`config.mk`:
```
export PLATFORM = sky130hd
export DESIGN_NAME = ps2_scancode_translator
export DESIGN_NICKNAME = d
export VERILOG_FILES = /design/src/rtl/ps2_scancode_translator_pkg.sv /design/src/rtl/ps2_keymap.sv /design/src/rtl/ps2_scancode_translator.sv
export SDC_FILE = /design/constraint.sdc
export NUM_CORES = 1
export LEC_CHECK = 0
export ABC_AREA = 1
export BUFFER_PORTS_ARGS = -buffer_cell sky130_fd_sc_hd__buf_4
export CORE_ASPECT_RATIO = 0.9
export CORE_MARGIN = 10
export CORE_UTILIZATION = 56
export CTS_CLUSTER_DIAMETER = 150
export DETAILED_ROUTE_END_ITERATION = 8
export GPL_TIMING_DRIVEN = 0
export HOLD_SLACK_MARGIN = 0.05
export PLACE_DENSITY_LB_ADDON = 0.2
export SLEW_MARGIN = 10
export SYNTH_ARGS = -nofsm -noshare
export SYNTH_HDL_FRONTEND = slang
export SYNTH_SLANG_ARGS = --single-unit
```
`constraint.sdc`:
```
create_clock -name clk -period 2.1 [get_ports clk]
set_input_delay 0.525 -clock clk [delete_from_list [all_inputs] [get_ports clk]]
set_output_delay 0.525 -clock clk [all_outputs]
set_load 0.01 [all_outputs]
```
`src/rtl/ps2_scancode_translator_pkg.sv`:
```
// ---------------------------------------------------------------------------
// ps2_scancode_translator_pkg
//   Shared types and constants for the PS/2 Set-2 to ASCII/VT100 translator.
//   - Scancode_t / UartFifoData_t : byte types on the keyboard and FIFO sides
//   - KeySeq_t                    : a translated key, up to MaxSeqLen bytes
//   - TranslatorState_t           : control FSM states
//   - csi_seq / is_ignored_code   : small helpers used by the keymap and top
// ---------------------------------------------------------------------------
package ps2_scancode_translator_pkg;

    // Longest sequence a single key press can produce (ESC [ 3 ~).
    localparam int MaxSeqLen = 4;
    localparam int SeqIdxW   = $clog2(MaxSeqLen);

    typedef logic [7:0] Scancode_t;
    typedef logic [7:0] UartFifoData_t;

    localparam Scancode_t     SC_EXTENDED = 8'hE0;
    localparam Scancode_t     SC_BREAK    = 8'hF0;
    localparam Scancode_t     SC_PAUSE    = 8'hE1;
    localparam UartFifoData_t ASCII_ESC   = 8'h1B;

    localparam Scancode_t SC_LSHIFT = 8'h12;
    localparam Scancode_t SC_RSHIFT = 8'h59;
    localparam Scancode_t SC_CTRL   = 8'h14;
    localparam Scancode_t SC_CAPS   = 8'h58;

    // bytes[0] is transmitted first; only the first len entries are valid.
    typedef struct packed {
        logic [2:0]                     len;
        logic [MaxSeqLen-1:0][7:0]      bytes;
    } KeySeq_t;

    typedef enum logic [1:0] {
        ST_IDLE,
        ST_DECODE,
        ST_EMIT
    } TranslatorState_t;

    // Builds an ESC '[' p1 [p2] control sequence of the given length.
    function automatic KeySeq_t csi_seq(input UartFifoData_t p1,
                                        input UartFifoData_t p2,
                                        input logic [2:0]    len);
        KeySeq_t s;
        s          = '0;
        s.len      = len;
        s.bytes[0] = ASCII_ESC;
        s.bytes[1] = 8'h5B;
        s.bytes[2] = p1;
        s.bytes[3] = p2;
        return s;
    endfunction

    // Keyboard status/response bytes that carry no key information.
    function automatic logic is_ignored_code(input Scancode_t sc);
        return sc inside {8'hAA, 8'hFA, 8'hFE, 8'hEE, 8'h00, 8'hFF};
    endfunction

endpackage

```
`src/rtl/ps2_keymap.sv`:
```
// ---------------------------------------------------------------------------
// ps2_keymap
//   Purely combinational Set-2 keymap. Maps one make code plus the current
//   modifier state onto the byte sequence the terminal expects.
//   Ports:
//     scancode  in   make code (prefixes already stripped)
//     extended  in   code was preceded by E0
//     shift     in   a shift key is held
//     caps      in   caps lock is active
//     ctrl      in   a ctrl key is held
//     seq       out  translated sequence; len == 0 means "no output"
// ---------------------------------------------------------------------------
module ps2_keymap
    import ps2_scancode_translator_pkg::*;
(
    input  Scancode_t scancode,
    input  logic      extended,
    input  logic      shift,
    input  logic      caps,
    input  logic      ctrl,
    output KeySeq_t   seq
);

    UartFifoData_t lower;
    UartFifoData_t upper;
    UartFifoData_t ch;
    logic          is_letter;

    always_comb begin
        // NOTE: every variable driven here gets a default first, so no path
        // through the case statements can leave one unassigned and infer a latch.
        seq       = '0;
        lower     = '0;
        upper     = '0;
        ch        = '0;
        is_letter = 1'b0;

        if (extended) begin
            case (scancode)
                8'h75:   seq = csi_seq(8'h41, 8'h00, 3'd3); // up
                8'h72:   seq = csi_seq(8'h42, 8'h00, 3'd3); // down
                8'h74:   seq = csi_seq(8'h43, 8'h00, 3'd3); // right
                8'h6B:   seq = csi_seq(8'h44, 8'h00, 3'd3); // left
                8'h71:   seq = csi_seq(8'h33, 8'h7E, 3'd4); // delete
                default: seq = '0;
            endcase
        end else begin
            // Letters only set 'lower'; their upper case is derived below.
            case (scancode)
                8'h1C: lower = "a";
                8'h32: lower = "b";
                8'h21: lower = "c";
                8'h23: lower = "d";
                8'h24: lower = "e";
                8'h2B: lower = "f";
                8'h34: lower = "g";
                8'h33: lower = "h";
                8'h43: lower = "i";
                8'h3B: lower = "j";
                8'h42: lower = "k";
                8'h4B: lower = "l";
                8'h3A: lower = "m";
                8'h31: lower = "n";
                8'h44: lower = "o";
                8'h4D: lower = "p";
                8'h15: lower = "q";
                8'h2D: lower = "r";
                8'h1B: lower = "s";
                8'h2C: lower = "t";
                8'h3C: lower = "u";
                8'h2A: lower = "v";
                8'h1D: lower = "w";
                8'h22: lower = "x";
                8'h35: lower = "y";
                8'h1A: lower = "z";
                8'h16: begin lower = "1";   upper = "!";   end
                8'h1E: begin lower = "2";   upper = "@";   end
                8'h26: begin lower = "3";   upper = "#";   end
                8'h25: begin lower = "4";   upper = "$";   end
                8'h2E: begin lower = "5";   upper = "%";   end
                8'h36: begin lower = "6";   upper = "^";   end
                8'h3D: begin lower = "7";   upper = "&";   end
                8'h3E: begin lower = "8";   upper = "*";   end
                8'h46: begin lower = "9";   upper = "(";   end
                8'h45: begin lower = "0";   upper = ")";   end
                8'h0E: begin lower = 8'h60; upper = 8'h7E; end // ` ~
                8'h4E: begin lower = "-";   upper = "_";   end
                8'h55: begin lower = "=";   upper = "+";   end
                8'h54: begin lower = "[";   upper = "{";   end
                8'h5B: begin lower = "]";   upper = "}";   end
                8'h5D: begin lower = 8'h5C; upper = 8'h7C; end // \ |
                8'h4C: begin lower = ";";   upper = ":";   end
                8'h52: begin lower = 8'h27; upper = 8'h22; end // ' "
                8'h41: begin lower = ",";   upper = "<";   end
                8'h49: begin lower = ".";   upper = ">";   end
                8'h4A: begin lower = "/";   upper = "?";   end
                8'h29: begin lower = 8'h20; upper = 8'h20; end // space
                8'h5A: begin lower = 8'h0D; upper = 8'h0D; end // enter
                8'h66: begin lower = 8'h7F; upper = 8'h7F; end // backspace
                8'h0D: begin lower = 8'h09; upper = 8'h09; end // tab
                8'h76: begin lower = 8'h1B; upper = 8'h1B; end // escape
                default: begin lower = '0; upper = '0; end
            endcase

            is_letter = (lower >= "a") && (lower <= "z");

            // Caps lock only flips letters; ctrl folds a letter to its control code.
            if (is_letter) begin
                upper = lower ^ 8'h20;
                if (ctrl)
                    ch = lower & 8'h1F;
                else
                    ch = (shift ^ caps) ? upper : lower;
            end else begin
                ch = shift ? upper : lower;
            end

            if (lower != '0) begin
                seq.len      = 3'd1;
                seq.bytes[0] = ch;
            end
        end
    end

endmodule

```
`src/rtl/ps2_scancode_translator.sv`:
```
// ---------------------------------------------------------------------------
// ps2_scancode_translator
//   Turns PS/2 Set-2 scancode bytes into ASCII/VT100 bytes for the UART TX
//   FIFO. Tracks E0/F0/E1 prefixes and shift/ctrl/caps state; each key press
//   yields 0..MaxSeqLen bytes, written back-to-back unless the FIFO is full.
//   Ports:
//     clk               in   system clock
//     rst               in   asynchronous active-high reset
//     scancodeDone      in   one-cycle strobe, scancode valid
//     scancode          in   received scancode byte
//     fifoFull          in   TX FIFO cannot accept a byte this cycle
//     fifoWriteRequest  out  a byte is written in every cycle this is high
//     fifoInData        out  byte being written
//     scancodeDropped   out  pulses when an incoming byte is discarded
// ---------------------------------------------------------------------------
module ps2_scancode_translator
    import ps2_scancode_translator_pkg::*;
#(
    parameter int PauseSkipLen = 7
) (
    input  logic          clk,
    input  logic          rst,
    input  logic          scancodeDone,
    input  Scancode_t     scancode,
    input  logic          fifoFull,
    output logic          fifoWriteRequest,
    output UartFifoData_t fifoInData,
    output logic          scancodeDropped
);

    localparam int SkipW = $clog2(PauseSkipLen + 1);

    TranslatorState_t   state, state_next;

    Scancode_t          cur_code;
    logic               ext_flag;
    logic               rel_flag;
    logic               shift_on;
    logic               ctrl_on;
    logic               caps_on;
    logic               caps_held;
    logic [SkipW-1:0]   skip_cnt;

    KeySeq_t            key_seq;
    KeySeq_t            seq_buf;
    logic [SeqIdxW-1:0] seq_idx;

    // One-entry holding slot for bytes that arrive while busy.
    logic               pend_valid;
    Scancode_t          pend_code;

    // Classification of the byte being decoded.
    logic in_skip;
    logic is_prefix;
    logic is_ignored;
    logic is_make;
    logic is_shift;
    logic is_ctrl;
    logic is_caps;
    logic emit_hit;
    logic last_byte;

    ps2_keymap u_keymap (
        .scancode (cur_code),
        .extended (ext_flag),
        .shift    (shift_on),
        .caps     (caps_on),
        .ctrl     (ctrl_on),
        .seq      (key_seq)
    );

    assign in_skip    = (skip_cnt != '0);
    assign is_prefix  = cur_code inside {SC_PAUSE, SC_EXTENDED, SC_BREAK};
    assign is_ignored = is_ignored_code(cur_code);
    assign is_make    = !rel_flag;
    // E0 12 / E0 59 are fake shifts inside extended sequences, so only the
    // plain codes count; ctrl is honoured with or without E0 (right ctrl).
    assign is_shift   = !ext_flag && (cur_code == SC_LSHIFT || cur_code == SC_RSHIFT);
    assign is_ctrl    = (cur_code == SC_CTRL);
    assign is_caps    = !ext_flag && (cur_code == SC_CAPS);

    assign emit_hit   = !in_skip && !is_prefix && !is_ignored && !is_shift &&
                        !is_ctrl && !is_caps && is_make && (key_seq.len != '0);

    assign last_byte  = (3'(seq_idx) == (seq_buf.len - 3'd1));

    // A byte is lost whenever the holding slot is already occupied, which
    // includes a strobe in IDLE while IDLE is consuming the held byte.
    assign scancodeDropped = scancodeDone && pend_valid;

    // ---------------------------------------------------------------- FSM
    always_ff @(posedge clk or posedge rst) begin
        // NOTE: sequential state is updated only with non-blocking
        // assignments so every register samples pre-edge values.
        if (rst)
            state <= ST_IDLE;
        else
            state <= state_next;
    end

    always_comb begin
        state_next       = state;
        fifoWriteRequest = 1'b0;
        fifoInData       = '0;
        case (state)
            ST_IDLE: begin
                if (pend_valid || scancodeDone)
                    state_next = ST_DECODE;
            end
            ST_DECODE: begin
                state_next = emit_hit ? ST_EMIT : ST_IDLE;
            end
            ST_EMIT: begin
                // Data is presented even while full so it stays stable.
                fifoInData = seq_buf.bytes[seq_idx];
                if (!fifoFull) begin
                    fifoWriteRequest = 1'b1;
                    if (last_byte)
                        state_next = ST_IDLE;
                end
            end
            default: state_next = ST_IDLE;
        endcase
    end

    // ----------------------------------------------------------- datapath
    always_ff @(posedge clk or posedge rst) begin
        if (rst) begin
            cur_code   <= '0;
            ext_flag   <= 1'b0;
            rel_flag   <= 1'b0;
            shift_on   <= 1'b0;
            ctrl_on    <= 1'b0;
            caps_on    <= 1'b0;
            caps_held  <= 1'b0;
            skip_cnt   <= '0;
            // NOTE: the sequence buffer is cleared with the control state so
            // a reset mid-emission can never replay stale bytes.
            seq_buf    <= '0;
            seq_idx    <= '0;
            pend_valid <= 1'b0;
            pend_code  <= '0;
        end else begin
            if (state != ST_IDLE && scancodeDone && !pend_valid) begin
                pend_valid <= 1'b1;
                pend_code  <= scancode;
            end

            case (state)
                ST_IDLE: begin
                    if (pend_valid) begin
                        cur_code   <= pend_code;
                        pend_valid <= 1'b0;
                    end else if (scancodeDone) begin
                        cur_code <= scancode;
                    end
                end

                ST_DECODE: begin
                    if (in_skip) begin
                        skip_cnt <= skip_cnt - 1'b1;
                    end else if (cur_code == SC_PAUSE) begin
                        skip_cnt <= SkipW'(PauseSkipLen);
                    end else if (cur_code == SC_EXTENDED) begin
                        ext_flag <= 1'b1;
                    end else if (cur_code == SC_BREAK) begin
                        rel_flag <= 1'b1;
                    end else begin
                        ext_flag <= 1'b0;
                        rel_flag <= 1'b0;
                        if (!is_ignored) begin
                            if (is_shift) begin
                                shift_on <= is_make;
                            end else if (is_ctrl) begin
                                ctrl_on <= is_make;
                            end else if (is_caps) begin
                                // Typematic repeats of caps must not re-toggle.
                                if (is_make && !caps_held)
                                    caps_on <= !caps_on;
                                caps_held <= is_make;
                            end else if (emit_hit) begin
                                seq_buf <= key_seq;
                                seq_idx <= '0;
                            end
                        end
                    end
                end

                ST_EMIT: begin
                    if (!fifoFull)
                        seq_idx <= last_byte ? '0 : seq_idx + 1'b1;
                end

                default: ;
            endcase
        end
    end

endmodule

```
# Word level (Yosys, flattened, before mapping)
# Cells that the tools add are included.
# word_totals
inputBits	12
elab_cells	212
output_inout_bits	10
regBits	65
# classes
n_reduce_logical	49
muxes	45
bitwise	10
add_sub_neg	3
n_eq_ne	85
n_lt_le_gt_ge	3
# ops
cell	n
$pmux 7 s52	1
$eq 8x7->1 const B	27
$eq 8x6->1 const B	23
$pmux 7 s26	1
$pmux 35 s5	1
$mux 8	10
$eq 8x5->1 const B	9
$eq 8x8->1 const B	8
$mux 2	15
$ne 2x2->1 const B	13
$mux 24	1
$reduce_and 10->1	2
$bmux 8 s2	1
$eq 8x4->1 const B	2
$logic_and 1x1->1	14
$logic_not 1->1	11
$reduce_and 11->1	1
$mux 1	9
$mux 3	3
$not 1->1	9
$reduce_and 9->1	1
$reduce_bool 3->1	3
$ge 8x7->1 const B	1
$le 8x7->1 const B	1
other kinds (21)	28

# Longest topological paths before layout
# Gate-level depths: netlist (run 1).
# depth
depth_word	20
ltp_mapped	17
depth_no_buf	16

# Modules after synthesis
# A second synthesis (run 1) with hierarchy kept.
# hier_totals
cells_unflattened	772
area_unflattened_um2	4922.2
# by_module_without_submodules
module	cells_per_inst	area_each_um2	instances	seq_area_each_um2
ps2_scancode_translator	421	3226.8	1	1626.6
ps2_keymap	351	1695.4	1	0.0

# Worst setup path after synthesis (run 1)
# OpenSTA, ideal clock, no wires.
# synth_timing
path_kind	reg2reg
start	register cur_code[7]
end	register seq_buf[18] (netlist bit)
synth_period_minus_slack_ns	1.983
t_arrival_ns	1.891
setup_time_ns	0.092
setup_slack_ns	0.117
path_buffers	2
stages_incl_launch_ff	16
path_cell_list	dfrtp_1 inv_1 nand2_4 nor2_1 buf_6 nand2_1 nand2_1 nor2_1 nand2_2 nor2_2 nand3_1 nand2_1 nand2_2 nand3_2 buf_6 o31ai_2
# synth_between
elab_chain_len	11
# synth_rtl
item	line	source
start, declared	ps2_scancode_translator.sv:35	Scancode_t cur_code;
start signal, assigned	ps2_scancode_translator.sv:152	cur_code <= pend_code;
start signal, assigned	ps2_scancode_translator.sv:155	cur_code <= scancode;
branches (longest 11 deep; another with $pmux 7 s52)	--	
end signal, assigned	ps2_scancode_translator.sv:182	seq_buf <= key_seq;
end, declared	ps2_scancode_translator.sv:45	KeySeq_t seq_buf;
# Several ways; the timed one is not identified. The select of a mux whose other input is x is not followed.
# A chain may end at the register's enable or synchronous reset.

# Final worst setup path (run 1)
# layout_timing
start	register cur_code[7]
end	register seq_buf[1] (netlist bit)
# layout_between
elab_chain_len	11
# layout_rtl
item
branches (longest 11 deep; another with $ge 8x7->1)
# Several ways; the timed one is not identified. The select of a mux whose other input is x is not followed.

==> flow_metrics.py, run 1 <==
metrics = {
    "detailed_routing": {
        "routed_wl_mm": 15.3,
        "drc": 0,
        "viasPerCell": 6.34,
        "dr.pass1.iters": 5,
        "num_vias": 4926,
        "wl_per_cell_um": 19.7,
        "drt_iter0_drc": 557,
        "ant_nets": 0,
    },
    "sta": {
        "hold_viol": 0,
        "timing.final.crit_share": 1.14,
        "finalSetupViolCount": 17,
        "clock.fmax_mhz": 417,
        "rsz0062_at_grt": "true",
        "fin_worst_skew_ps": 20.3,
        "slew_headroom": 0.617,
        "tightest_slew_ps": 572,
        "worst_slack_ps": -300,
        "slew_viol_final": 0,
        "layout_min_cycle_time_ps": 2400,
    },
    "pwr": {
        "power_leakage_nw": 2.85,
        "power_density_nw_per_um2": 1300,
        "vdd_drop_max_mv": 1.15,
    },
    "synth": {
        "synth_top_area_frac": 0.300,
        "syn_nets": 616,
        "ys.flop_type": "dfrtp_1",
        "synthTopCellsByArea": "dfrtp_1, nand2_1, nor2_1",
        "ys_seq_elements": 44,
        "synth_edf_count": 0,
        "syn-cell-area_sq_um": 3670,
        "yosysUniqueCellTypes": 41,
        "ys_warn_count": 0,
        "yosysTopAreaCell": "dfrtp_1",
        "synth_common_cells": "nand2_1, nor2_1, inv_1, dfrtp_1, o21ai_0",
        "synth.most_common_cell": "nand2_1",
        "seq_area_frac_synth": 0.300,
        "synthArstFlopShare": 1.00,
        "synthCells": 601,
        "syn_area_per_cell_sq_um": 6.11,
    },
    "setup_path": {
        "required_ps": 2290,
        "crit_path_max_incr_delay_ps": 420,
        "critPathCaptureType": "register",
        "cp_max_fo": 10,
        "cp-start-kind": "register",
        "critPathSlowestCell": "dfrtp_1",
        "crit_top_cell": "nand2_1",
        "rrSetupSlack_ps": -300,
        "arrival_ps": 2590,
        "path_class": "register to register",
        "crit_chain": "inv_2, nand2_4, nor2_4, buf_6, nand2_1, nand2_1, nor2_2, nand3_2, nor2_4, nand3_2, nand2_2, nand2_4, nand3_4, buf_12, nand2_1, a21boi_2",
    },
    "floorplan": {
        "core_area_sq_um": 6250,
        "start_util": 0.588,
        "rows": 27,
        "die_h_um": 96.8,
        "dieArea_sq_um": 10200,
        "ios": 22,
        "dieWidth_um": 105,
    },
    "global_route": {
        "grt_pass1_wl_mm": 20.4,
        "grt_max_degree": 35,
        "grt-ovfl-total": 0,
        "antenna_found_initial": 0,
        "globalRouteTotalUtil": 0.234,
        "grt_pass1_vias": 4324,
    },
    "finish": {
        "diodes": 0,
        "final-seq-area_sq_um": 1110,
        "drive_above_1_share": 0.409,
        "instances_no_fill": 777,
        "num-fill-cells": 333,
        "area_growth_syn_to_layout_pct": 46.6,
        "nets": 704,
        "multiInputGateArea_sq_um": 3000,
        "postLayoutCellArea_sq_um": 5390,
    },
    "placement": {
        "detailed_place.area_sq_um": 3950,
        "dp.cells": 709,
        "io_buffers": 20,
        "gp_congestion": 1.00,
        "hpwl_mm": 8.44,
    },
    "job": {
        "drv_cap": 0,
    },
    "clock_network": {
        "cts_buffers": 5,
        "cts_root_buf": "clkbuf_8",
        "tritoncts": "done",
        "clkLatencyLatePin_ps": 320,
        "clk_path_buf_depth": 2,
        "path_clk_slew_ps": 90,
        "cts-htree-levels": 2,
        "cts_sinks": 44,
    },
    "min_path": {
        "hp-class": "input pin to asynchronous set/reset pin",
    },
    "outcome": {
        "violations": "setup timing",
        "outcome": "finished with violations",
    },
}
-- path summary, 6_finish.rpt --
kind                            cells after the start      endpoint         start
worst min-delay path                                2  pend_code[3]           rst
worst max register to register                     16    seq_buf[1]   cur_code[7]
worst min register to register                      2  pend_code[6]  pend_code[6]
max in group asynchronous                           3   cur_code[6]           rst
min in group clk                                    3  pend_code[7]   scancode[7]
worst max-delay path                               16    seq_buf[1]   cur_code[7]
-- cell type report --
type                    instances  area share
multi-input cells             475       0.558
flip-flops and latches         44       0.207
repair buffers                 81       0.127
inverters                      72      0.0548
well taps                      87      0.0202
clock buffers                   5      0.0128
plain buffers                  10      0.0121
clock inverters                 3     0.00860
-- cells by family (layout without fill, tap and decap cells) --
| group | count (synthesis) | after routing | synth area share |
|---|---|---|---|
| adder cells (fa/ha/maj) | 3 | 3 | 0.0102 |
| AND/OR/NAND/NOR | 378 | 379 | 0.451 |
| XOR/XNOR | 4 | 4 | 0.00954 |
| flip-flops | 44 | 44 | 0.300 |
| AO/OA/AOI/OAI | 88 | 88 | 0.136 |
| buffers and inverters | 83 | 171 | 0.0923 |
| other | 1 | 1 | 0.00102 |
-- state kept, by name, indices dropped and copies added (netlist names) --
signal and count:
pend_code 8, rel_flag 1, seq_idx 2, seq_buf 14
caps_held 1, skip_cnt 3, shift_on 1, cur_code 8
caps_on 1, state 2, ext_flag 1, pend_valid 1
ctrl_on 1
-- through the flow --
step	hold WS, ps	total power [mW]	util	TNS (ps)	setup WS [ps]
after floorplan	443	3.49	-	0	117
after global placement	462	4.08	0.629	-7010	-500
after detailed placement	461	4.18	0.632	-7490	-539
after CTS	147	5.77	0.764	-1300	-116
after global routing	127	7.33	0.862	-5680	-406
final	136	7.00	0.862	-3700	-300
-- critical path: cells and delay by family (launching register included) --
kind,cells,cell delay (ps)
AOI/OAI and AO/OA,1,140
DFF,1,420
and+or+nand+nor,12,1340
buffers and inverters,3,370
-- per-layer routing --
metal  global-route usage  routed length [um]
met5                    0                   0
met4               0.0765                1010
met2                0.389                7210
met1                0.287                5420
met3               0.0569                1650
-- where the power goes --
part           total [mW]  internal (mW)  switching (mW)
Sequential           1.49           1.14           0.349
Combinational        4.80           1.71            3.10
Clock               0.702          0.359           0.343
-- cells in the final DEF, fill, tap and decap left out, types with 3 or more instances in the layout --
| cell | netlist | final |
|---|---|---|
| nand2_1 | 192 | 126 |
| o21ai_0 | 42 | 34 |
| ha_1 | 3 | 3 |
| buf_4 | 1 | 73 |
| buf_6 | 3 | 7 |
| dfrtp_2 | 0 | 9 |
| inv_2 | 6 | 5 |
| buf_12 | 0 | 5 |
| o21ai_1 | 6 | 12 |
| a31oi_1 | 5 | 5 |
| nor2_2 | 10 | 19 |
| dfrtp_1 | 44 | 35 |
| clkbuf_8 | 0 | 5 |
| clkbuf_1 | 5 | 4 |
| nor2_4 | 3 | 37 |
| nand3_1 | 35 | 25 |
| nand2_2 | 7 | 57 |
| inv_4 | 0 | 6 |
| nor2_1 | 95 | 53 |
| nor3_2 | 0 | 5 |
| nand2_8 | 0 | 4 |
| nand3b_1 | 7 | 7 |
| nand3_2 | 3 | 9 |
| a21oi_1 | 16 | 10 |
| nor3_1 | 9 | 3 |
| o211ai_1 | 9 | 9 |
| nand3_4 | 1 | 5 |
| nand4_1 | 8 | 8 |
| inv_1 | 65 | 58 |
| nand2_4 | 2 | 14 |
| a21oi_2 | 1 | 5 |
-- timing repair --
| action | 4_1_cts | 5_1_grt |
|---|---|---|
| setup buffers | 35 | 23 |
| resized for setup | 123 | 117 |
| endpoints found under the setup margin | 25 | 24 |
| hold buffers | 0 | 0 |
| pin swaps | 39 | 43 |
| cloned | 3 | 0 |
No activity file was read; power rests on OpenSTA's default activity.
==> run 2: changes to the inputs <==
- GPL_TIMING_DRIVEN: 0 -> 1
==> run 2 against run 1 <==
Net effect:
- largest cell class unchanged
- wire length rose by 13%
- the flow still finishes with violations (setup timing)
- sequential cell count stayed put
- global-route usage rose by 1.5 points
- core utilization rose by 4.6 points
- maximum frequency down 4.1%
- critical path type unchanged
- cell count rose by 8.2%
- critical endpoint is now seq_buf[4]
- design area up 5.4%
- clock power increased by 1%
==> flow_metrics.py, run 2 (synthesis gave the netlist of run 1 again) <==
metrics = {
    "setup_path": {
        "critPathTopFamily": "simple AND/OR/NAND/NOR gates",
        "crit_chain": "clkinv_4, buf_4, nor2_4, nand2_1, nor2_1, nor2_1, nand2_1, nor2_1, nand2_1, nor2_2, nand3_4, nand2_8, nand2_2, nand2_2, nand2_2, a21oi_2",
        "required_ps": 2350,
        "r2r_start": "cur_code[0]",
        "critPathSlowestCell": "dfrtp_2",
        "arrival_ps": 2750,
        "cp_max_fo": 8,
        "crit_path_max_incr_delay_ps": 490,
        "crit_buf_inv": 2,
        "path_class": "register to register",
        "cp-start-kind": "register",
        "r2r-end": "seq_buf[4]",
        "rrSetupSlack_ps": -400,
        "reg2regPathDepth": 16,
        "critPathCaptureType": "register",
    },
    "sta": {
        "finalSetupViolCount": 18,
        "final.setup.tns_ps": -6030,
        "slew_viol_final": 0,
        "worst_slack_ps": -402,
        "timing.final.crit_share": 1.19,
        "hold_viol": 0,
        "fin_worst_skew_ps": 24.8,
        "slew_headroom": 0.543,
        "rsz0062_at_grt": "true",
        "clock.fmax_mhz": 400,
        "layout_min_cycle_time_ps": 2500,
        "tightest_slew_ps": 684,
    },
    "clock_network": {
        "cts_hold_buf": 0,
        "path_clk_slew_ps": 110,
        "cts-htree-levels": 2,
        "cts_buffers": 5,
        "cts_root_buf": "clkbuf_8",
        "cts_sinks": 44,
        "clkLatencyLatePin_ps": 330,
        "tritoncts": "done",
        "clk_path_buf_depth": 2,
    },
    "placement": {
        "io_buffers": 20,
        "hpwl_mm": 9.82,
        "pre_cts_ws_ps": -335,
        "gp_congestion": 1.08,
    },
    "pwr": {
        "power_leakage_nw": 3.13,
        "power_density_nw_per_um2": 1310,
        "vdd_drop_max_mv": 1.31,
    },
    "finish": {
        "num-fill-cells": 280,
        "nets": 768,
        "drive_above_1_share": 0.416,
        "multiInputGateArea_sq_um": 2820,
        "final-seq-area_sq_um": 1110,
        "diodes": 0,
        "area_growth_syn_to_layout_pct": 54.5,
        "final_cell_mix": "nand2_1, buf_4, nor2_1",
        "final_common_cell": "nand2_1",
        "largest_reg_flops": 14,
        "regMostFlops": "seq_buf",
        "biggestRegsByFlops": "seq_buf: 14 flops, cur_code: 8 flops, pend_code: 8 flops",
    },
    "floorplan": {
        "core_area_sq_um": 6250,
        "ios": 22,
        "dieWidth_um": 105,
        "rows": 27,
        "start_util": 0.588,
        "dieArea_sq_um": 10200,
        "die_h_um": 96.8,
    },
    "outcome": {
        "violations": "setup timing",
        "outcome": "finished with violations",
    },
    "global_route": {
        "grt-ovfl-total": 0,
        "grt_pass1_wl_mm": 21.5,
        "grt_max_degree": 45,
        "antenna_found_initial": 0,
        "globalRouteTotalUtil": 0.249,
        "grt_pass1_vias": 4520,
    },
    "job": {
        "drv_cap": 0,
    },
    "detailed_routing": {
        "routed_wl_mm": 17.3,
        "drc": 0,
        "dr.pass1.iters": 7,
        "viasPerCell": 6.27,
        "num_vias": 5277,
        "drt_iter0_drc": 696,
        "ant_nets": 0,
        "wl_per_cell_um": 20.5,
    },
    "min_path": {
        "hp-class": "input pin to asynchronous set/reset pin",
    },
}
[run 2: changes by cell type in the layout (fill, tap and decap cells not counted), sizes merged]
cell | previous run | this run
nor2 | 109 | 108
buf | 87 | 155
inv | 70 | 69
clkinv | 3 | 4
clkinvlp | 1 | 0
clkbuf | 9 | 7
[run 2: repair_timing]
item,in CTS,in global routing
endpoints found under the setup margin,20,23
gates cloned,0,1
buffers inserted,10,16
pin swaps,21,42
gates resized for setup,78,108
endpoints found under the hold margin,0,0
[run 2: final cells by class]
class / count / share of cell area
clock inverter: 2 / 0.00617
inverter: 72 / 0.0489
clock buffer: 6 / 0.0128
multi-input combinational: 474 / 0.497
tap: 87 / 0.0192
sequential: 44 / 0.195
timing repair buffer: 156 / 0.221
[run 2: power breakdown]
group | total, mW | internal [mW] | leakage, nW | switching (mW)
Combinational | 5.26 | 2.05 | 2.51 | 3.21
Sequential | 1.45 | 1.14 | 0.564 | 0.311
Clock | 0.712 | 0.355 | 0.0552 | 0.357
[run 2: worst max-delay path by stage]
stage | from | to | slack (ps) | depth (start not counted)
after floorplan | cur_code[7] | seq_buf[18] | 120 | 15
after global placement | cur_code[7] | seq_buf[1] | -310 | 17
after detailed placement | cur_code[5] | seq_buf[2] | -340 | 16
after CTS | cur_code[7] | seq_buf[0] | -140 | 18
after global routing | cur_code[0] | seq_buf[4] | -460 | 16
final | cur_code[0] | seq_buf[4] | -400 | 16
[run 2: per-layer routing]
| metal | global-route usage | vias to the layer above | routed length (um) |
|---|---|---|---|
| met5 | 0 | - | 0 |
| met3 | 0.0543 | 151 | 2170 |
| met1 | 0.321 | 2385 | 6000 |
| met2 | 0.392 | 513 | 7930 |
| li1 | - | 2228 | - |
| met4 | 0.0996 | 0 | 1170 |
[run 2: per-stage QoR]
step / util / instances / instance area (sq um) / hold slack [ps] / total power, mW
global route: 0.908 / 841 / 5680 / 378 / 7.69
detailed placement: 0.750 / 807 / 4690 / 479 / 4.99
global placement: 0.750 / 807 / 4690 / 470 / 4.84
floorplan: - / 601 / 3670 / 443 / 3.49
CTS: 0.821 / 825 / 5130 / 381 / 6.08
finish: 0.908 / 841 / 5680 / 338 / 7.42
[run 2: worst min-delay path, stage by stage]
cell and delay, ps:
buf_4 110, clkinv_1 30, buf_4 490
